**config.mk**
```make
export PLATFORM = sky130hd
export DESIGN_NAME = score_display
export DESIGN_NICKNAME = d
export VERILOG_FILES = /design/src/rtl/score_display.sv
export SDC_FILE = /design/constraint.sdc
export NUM_CORES = 1
export LEC_CHECK = 0
export CELL_PAD_IN_SITES_DETAIL_PLACEMENT = 0
export CELL_PAD_IN_SITES_GLOBAL_PLACEMENT = 1
export CORE_ASPECT_RATIO = 0.5
export CORE_MARGIN = 2
export CORE_UTILIZATION = 50
export DETAILED_ROUTE_END_ITERATION = 12
export DONT_BUFFER_PORTS = 1
export PLACE_DENSITY = 0.84
export SYNTH_ARGS = -nofsm -noshare
export SYNTH_HDL_FRONTEND = slang
export SYNTH_SLANG_ARGS = --single-unit
```
**constraint.sdc**
```tcl
create_clock -name clk -period 2.68 [get_ports clk]
set_input_delay 0.536 -clock clk [delete_from_list [all_inputs] [get_ports clk]]
set_output_delay 0.536 -clock clk [all_outputs]
set_load 0.03 [all_outputs]
```
**src/rtl/score_display.sv**
```systemverilog
// Four-digit multiplexed seven-segment driver for the current/high score digits.
// Optional leading-zero blanking is enabled by defining SCORE_DISP_LZB_EN.
module score_display #(
  parameter int REFRESH_DIV = 50000
) (
  input  logic       clk,
  input  logic       reset_n,
  input  logic       show_high,
  input  logic [3:0] score1,
  input  logic [3:0] score2,
  input  logic [3:0] score3,
  input  logic [3:0] high_score1,
  input  logic [3:0] high_score2,
  input  logic [3:0] high_score3,
  output logic [3:0] an,
  output logic [7:0] seg
);

  localparam int PW = $clog2(REFRESH_DIV);
  localparam logic [PW-1:0] PDIV_MAX = PW'(REFRESH_DIV - 1);

  logic [PW-1:0]   r_pdiv;
  logic [1:0]      r_idx;
  logic            r_first;
  logic            r_snap_high;
  logic [2:0][3:0] r_snap;
  logic [3:0]      r_an;
  logic [7:0]      r_seg;

  logic            w_tick;
  logic [2:0][3:0] w_cur;
  logic [2:0][3:0] w_high;
  logic [2:0][3:0] w_sel;
  logic            w_blank_t;
  logic            w_blank_h;
  logic            w_lit;
  logic [3:0]      w_digit;
  logic [3:0]      w_an;
  logic [7:0]      w_seg;

  assign w_tick = (r_pdiv == PDIV_MAX);
  assign w_cur  = {score3, score2, score1};
  assign w_high = {high_score3, high_score2, high_score1};

  genvar gi;
  generate
    for (gi = 0; gi < 3; gi++) begin : g_sel
      assign w_sel[gi] = show_high ? w_high[gi] : w_cur[gi];
    end
  endgenerate

`ifdef SCORE_DISP_LZB_EN
  assign w_blank_h = (r_snap[2] == 4'd0);
  assign w_blank_t = w_blank_h && (r_snap[1] == 4'd0);
`else
  assign w_blank_h = 1'b0;
  assign w_blank_t = 1'b0;
`endif

  function automatic logic [7:0] f_seg(input logic [3:0] d);
    logic [7:0] s;
    case (d)
      4'd0:    s = 8'hC0;
      4'd1:    s = 8'hF9;
      4'd2:    s = 8'hA4;
      4'd3:    s = 8'hB0;
      4'd4:    s = 8'h99;
      4'd5:    s = 8'h92;
      4'd6:    s = 8'h82;
      4'd7:    s = 8'hF8;
      4'd8:    s = 8'h80;
      4'd9:    s = 8'h90;
      default: s = 8'hBF;
    endcase
    return s;
  endfunction

  // Snapshot is taken at the frame boundary (or first tick) so a frame never mixes values.
  always_ff @(posedge clk or negedge reset_n) begin
    if (!reset_n) begin
      r_pdiv      <= '0;
      r_idx       <= 2'd0;
      r_first     <= 1'b1;
      r_snap_high <= 1'b0;
      r_snap      <= '0;
    end else begin
      r_pdiv <= w_tick ? '0 : r_pdiv + PW'(1);
      if (w_tick) begin
        if (r_first || r_idx == 2'd3) begin
          r_idx       <= 2'd0;
          r_first     <= 1'b0;
          r_snap_high <= show_high;
          r_snap      <= w_sel;
        end else begin
          r_idx <= r_idx + 2'd1;
        end
      end
    end
  end

  always_comb begin
    w_an    = 4'b1111;
    w_seg   = 8'hFF;
    w_lit   = 1'b0;
    w_digit = 4'd0;
    if (!r_first) begin
      case (r_idx)
        2'd0: begin
          w_lit   = 1'b1;
          w_digit = r_snap[0];
        end
        2'd1: begin
          w_lit   = !w_blank_t;
          w_digit = r_snap[1];
        end
        2'd2: begin
          w_lit   = !w_blank_h;
          w_digit = r_snap[2];
        end
        default: begin
          if (r_snap_high) begin
            w_an  = 4'b0111;
            w_seg = 8'h89;
          end
        end
      endcase
      if (w_lit) begin
        w_an  = ~(4'b0001 << r_idx);
        w_seg = f_seg(w_digit);
      end
    end
  end

  // Dark until the first snapshot has landed, then one clock behind idx.
  always_ff @(posedge clk or negedge reset_n) begin
    if (!reset_n) begin
      r_an  <= 4'b1111;
      r_seg <= 8'hFF;
    end else begin
      r_an  <= w_an;
      r_seg <= w_seg;
    end
  end

  assign an  = r_an;
  assign seg = r_seg;

endmodule

```
==> Word-level counts from Yosys, hierarchy flattened <==
Memory sizes are Yosys's and may differ from the RTL's.
Cells that the tools add are included.
{ "classes": {"eq_ne": 4, "multipliers": 0, "n_bitwise": 1, "shift": 1, "addsub": 2, "order_cmp": 0, "n_div": 0, "muxes": 17, "reduce_logical": 4} }
{ "op_table": {"columns": ["operator", "count"], "rows": [
  ["$mux 4", 8],
  ["$add 16x1->16 const B", 1],
  ["$eq 16x16->1 const B", 1],
  ["$mux 16", 1],
  ["$mux 8", 2],
  ["$mux 7", 2],
  ["$pmux 4 s3", 1],
  ["$eq 2x2->1 const B", 2],
  ["$not 4->4", 1],
  ["$shl 1x2->4 const A", 1],
  ["$reduce_or 3->1", 1],
  ["$add 2x1->2 const B", 1],
  ["$eq 2x1->1 const B", 1],
  ["$logic_not 2->1", 1],
  ["$mux 1", 2],
  ["$mux 2", 1],
  ["$reduce_and 2->1", 1],
  ["$logic_or 1x1->1", 1]
]} }
{ "totals": {"inputBits": 27, "mem_count": 1, "ram_bits": 0, "word_cells": 39, "latch_bits": 0, "out_inout_bits": 12, "reg_bits": 44, "rom_bits": 112} }
{ "memory_table": {"columns": ["memory", "depth", "width", "read_ports", "rd_ports_with_merged_regs", "write_ports", "line", "source"], "rows": [
  ["(no name shown)", 16, 7, 1, 0, 0, "62", "case (d)"]
]} }

==> Longest topological paths before layout <==
{ "logic_depth": {"word_depth": 6, "depth_mapped": 9, "depth_no_buf": 9} }

==> Least setup slack after synthesis <==
Ideal clock, no wire load.
{ "synth_path": {"path_type": "reg2reg", "startpoint": "register r_pdiv[7]", "endpoint": "register r_snap[2] (netlist bit)", "required_ps": 2553, "t_arrival_ps": 1911, "setup_slack_ps": 642, "n_path_buf": 1, "path_stages_with_launch": 6, "setup_time_ps": 127, "synth_period_minus_slack_ps": 2038, "cell_sequence": "dfrtp_1 or4b_4 nor4_4 and2b_4 buf_12 mux2_1"} }
{ "synth_via": {"elab_chain_cells": 2} }
{ "synth_rtl": {"columns": ["element", "line", "source"], "rows": [
  ["start, declared", "22", "logic [PW-1:0] r_pdiv;"],
  ["start signal, assigned", "87", "r_pdiv <= w_tick ? '0 : r_pdiv + PW'(1);"],
  ["$eq 16x16->1", "41", "assign w_tick = (r_pdiv == PDIV_MAX);"],
  ["$reduce_and 2->1 (no source line)", null, null],
  ["end signal, assigned", "93", "r_snap <= w_sel;"],
  ["end, declared", "26", "logic [2:0][3:0] r_snap;"]
]} }
No other way between the ends.
A chain may end at the register's enable or synchronous reset.

==> Worst setup path after layout <==
{ "layout_path": {"startpoint": "register r_idx[0]", "endpoint": "register r_seg[1] (netlist: seg[1])"} }
{ "layout_via": {"elab_chain_cells": 6, "word_cells_on_any_way": 12, "classes_between": "eq/ne: 2; mux: 7; reduce/logical: 2; memory: 1"} }
{ "layout_rtl": {"columns": ["element", "line", "source"], "rows": [
  ["start, declared", "23", "logic [1:0] r_idx;"],
  ["start signal, assigned", "95", "r_idx <= r_idx + 2'd1;"],
  ["$eq 2x2->1, or another cell as far along", "107", "case (r_idx)"],
  ["$pmux 4 s3 / $reduce_or 3->1 (equally long branches)", null, null],
  ["$mux 4 / $mux 1 (equally long branches)", "106, 107", null],
  ["$mem_v2 16x7 / $mux 1 (equally long branches)", null, null],
  ["$mux 8 *", "127", "if (w_lit) begin"],
  ["$mux 8 *", "106", "if (!r_first) begin"],
  ["via w_seg[1]", "39", "logic [7:0] w_seg;"],
  ["end signal, assigned", "141", "r_seg <= w_seg;"],
  ["end, declared", "28", "logic [7:0] r_seg;"]
]} }
Mark *: on every way through the listed nets, which the timed path passes. The rest lies on a longest branch. The select of a mux whose other input is x is not followed.

==> out/metrics.csv <==
metric;value;unit
depth of the CTS H-tree;2;
CP required;2.90;ns
commonest non-fill, non-tap cell in the layout;dfrtp_1;
worst r2r path cells;8;
antenna fix cells;0;
# nets final;226;
row count;17;
Post-DP Area;2271;µm²
CP peak stage delay;0.55;ns
final WL;3822;µm
final hold violation count;0;
top cells by area, synth;dfrtp_1 35%, dfstp_2 14%, mux2_2 7.6%, mux2_4 6.1%, ha_1 5.6%;
Synth Register Bits;43;
chip width;98.25;µm
asr flop ratio synth;100.0;%
RSZ-0062 raised after global routing;false;
CP max FO;6;
DP Wirelength;2682;µm
Initial Util;51.18;%
Top delay family on crit path;compound AO/OA/AOI/OAI gates;
Synth top area share;34.93;%
layout cell share with drive strength beyond 1;27.89;%
CTS tree;built;
hold slack;0.06001;ns
Mapped Cells;184;
GRT busiest layer;met2;
Final GP Congestion;0.8595;
Clock Skew;0.002069;ns
Die Y;51.13;µm
worst slack, placed;0.4619;ns
largest net degree at the start of global routing;32;
Avg WL per Cell;15.47;µm
Port Buffer Count;0;
vias;1380;
WP buf/inv;1;
GR met1 Demand/Resource;21.65;%
Critical R2R Launch;r_idx[0];
normalized max-slew margin;61.75;%
Iter 0 DRT Violations;104;
final worst-path setup slack;0.4120;ns
drt pass-1 iters;5;
# fillers;352;
GRT Total Usage;16.48;%
Num CTS Buffers;5;
antenna violations before repair;0;
hold crit path type;in -> async;
CP Capture Type;flop;
area grow syn2layout;7.155;%
Top Ports;39;
Final ANT Viol Nets;0;
Core ar.;4339;µm²
Final Cell Area;2380;µm²
min Tclk post-route;2.268;ns
first-pass GRT wire length;6375;µm
CTS clock-pin slew for the worst setup and hold paths;0.08;ns
Least-Margin Pin Slew;0.5686;ns
Synth cell types;37;
Setup Fix Bufs, Post-CTS;0;
Post-Layout Cell Count;247;
largest area contributor in the netlist;dfrtp_1;
clock sinks;43;
critical path class;reg -> reg;
Synth warnings;0;
worst-path cell chain;inv_1, ha_1, a222oi_1, nor2_1, ha_1, nor2_1, a21oi_1, o21ai_0;
max-cap viol count;0;
clk buf depth;2;
critical path launch point type;flop;
P per Cell Area;454.4;nW/µm²
Pleak;1.100;nW
Slew Viols, Final;0;
Tcrit/Tclk final;84.63;%
outcome;complete, no violations;
Congestion Overflow GR;0;
Die ar.;5023;µm²
Syn Area/Cell;12.07;µm²
Worst R2R Setup Slack;0.41;ns
placed cells;238;
Worst EP arrival;2.49;ns
Main synth FF type;dfrtp_1;
leading cell types in the layout, fill and taps excluded;31 x dfrtp_1, 15 x mux2_2, 14 x nor2_1, 12 x dfstp_2, 10 x ha_1;
endpoints failing setup;0;
final core occ;54.84;%
GRT met3 Usage;3.967;%
vias in the first global route;1361;
Seq/Total Area, Yosys;49.13;%
crit path max-delay cell type;a222oi_1;
setup TNS;0;ns
DR DRC count;0;
Design Power;1.081;mW
vias per cell;5.587;
post-synthesis cell area;2221;µm²
worst r2r dst;seg[1];
worst skew pair latency;0.30;ns
Clock Tree Root;clkbuf_8;
peak supply drop;0.0002084;V
fmax;440.9;MHz
syn_nets;221;
met2 GRT Util;26.48;%
Post-synth EDFFs;0;
[cells by family after synthesis]
kind of cell,Yosys count,synth area share (%)
AO/OA/AOI/OAI,19,6.085
XOR/XNOR,13,5.127
adder cells (fa/ha/maj),10,5.634
buffers and inverters,12,2.986
flip-flops,43,49.13
multiplexers,31,16.90
other,1,0.1689
AND/OR/NAND/NOR,55,13.97
[area by class of cell]
| class | count | area [µm²] | share of cell area [%] |
|---|---|---|---|
| timing repair buffer | 4 | 42.54 | 1.788 |
| clock buffer | 5 | 68.82 | 2.892 |
| tap | 57 | 71.32 | 2.997 |
| clock inverter | 3 | 20.02 | 0.8412 |
| inverter | 6 | 22.52 | 0.9464 |
| multi-input combinational | 129 | 1064 | 44.69 |
| sequential | 43 | 1091 | 45.85 |
[registers in the layout (all words and copies together), names as in the netlist]
register and count:
r_first 1, an 4, seg 7, r_snap 12
r_snap_high 1, r_pdiv 16, r_idx 2
[Yosys cell counts (4+ instances only)]
master / count
dfrtp_1: 31
mux2_2: 15
nor2_1: 14
dfstp_2: 12
ha_1: 10
mux2_4: 9
nand3_1: 9
nand2_1: 8
xnor2_1: 8
inv_1: 6
mux2i_1: 6
o21ai_0: 6
xor2_1: 5
a222oi_1: 4
nand2b_1: 4
nor2b_1: 4
[where the power goes]
part           internal, mW  total (mW)  switching (mW)
clock                 0.181       0.401           0.220
combinational        0.0167      0.0315          0.0148
sequential            0.649       0.649               0
total                 0.847        1.08           0.234
[how the worst max path moves through the flow]
stage,from,end,cells past startpoint
global placement,r_idx[0],seg[1],8
floorplan,r_pdiv[7],r_snap[2],5
detailed placement,r_idx[0],seg[1],8
CTS,r_idx[0],seg[1],8
global route,r_idx[0],seg[1],8
finish,r_idx[0],seg[1],8
[what timing repair did]
action	CTS	global route
hold buffers	1	0
resized for setup	0	0
endpoints found under the hold margin	31	0
[metal layers]
layer | part of all wire [%] | vias up
met3 | 3.7 | 9
met5 | 0 | -
met1 | 47 | 688
met4 | 1.8 | 0
li1 | - | 650
met2 | 47 | 33
[worst register-to-register path, stage by stage (launching register included)]
cell,delay (ns)
dfrtp_1,0.41
inv_1,0.10
ha_1,0.29
a222oi_1,0.56
nor2_1,0.15
ha_1,0.32
nor2_1,0.15
a21oi_1,0.06
o21ai_0,0.15
(Power assumes the default switching activity.)
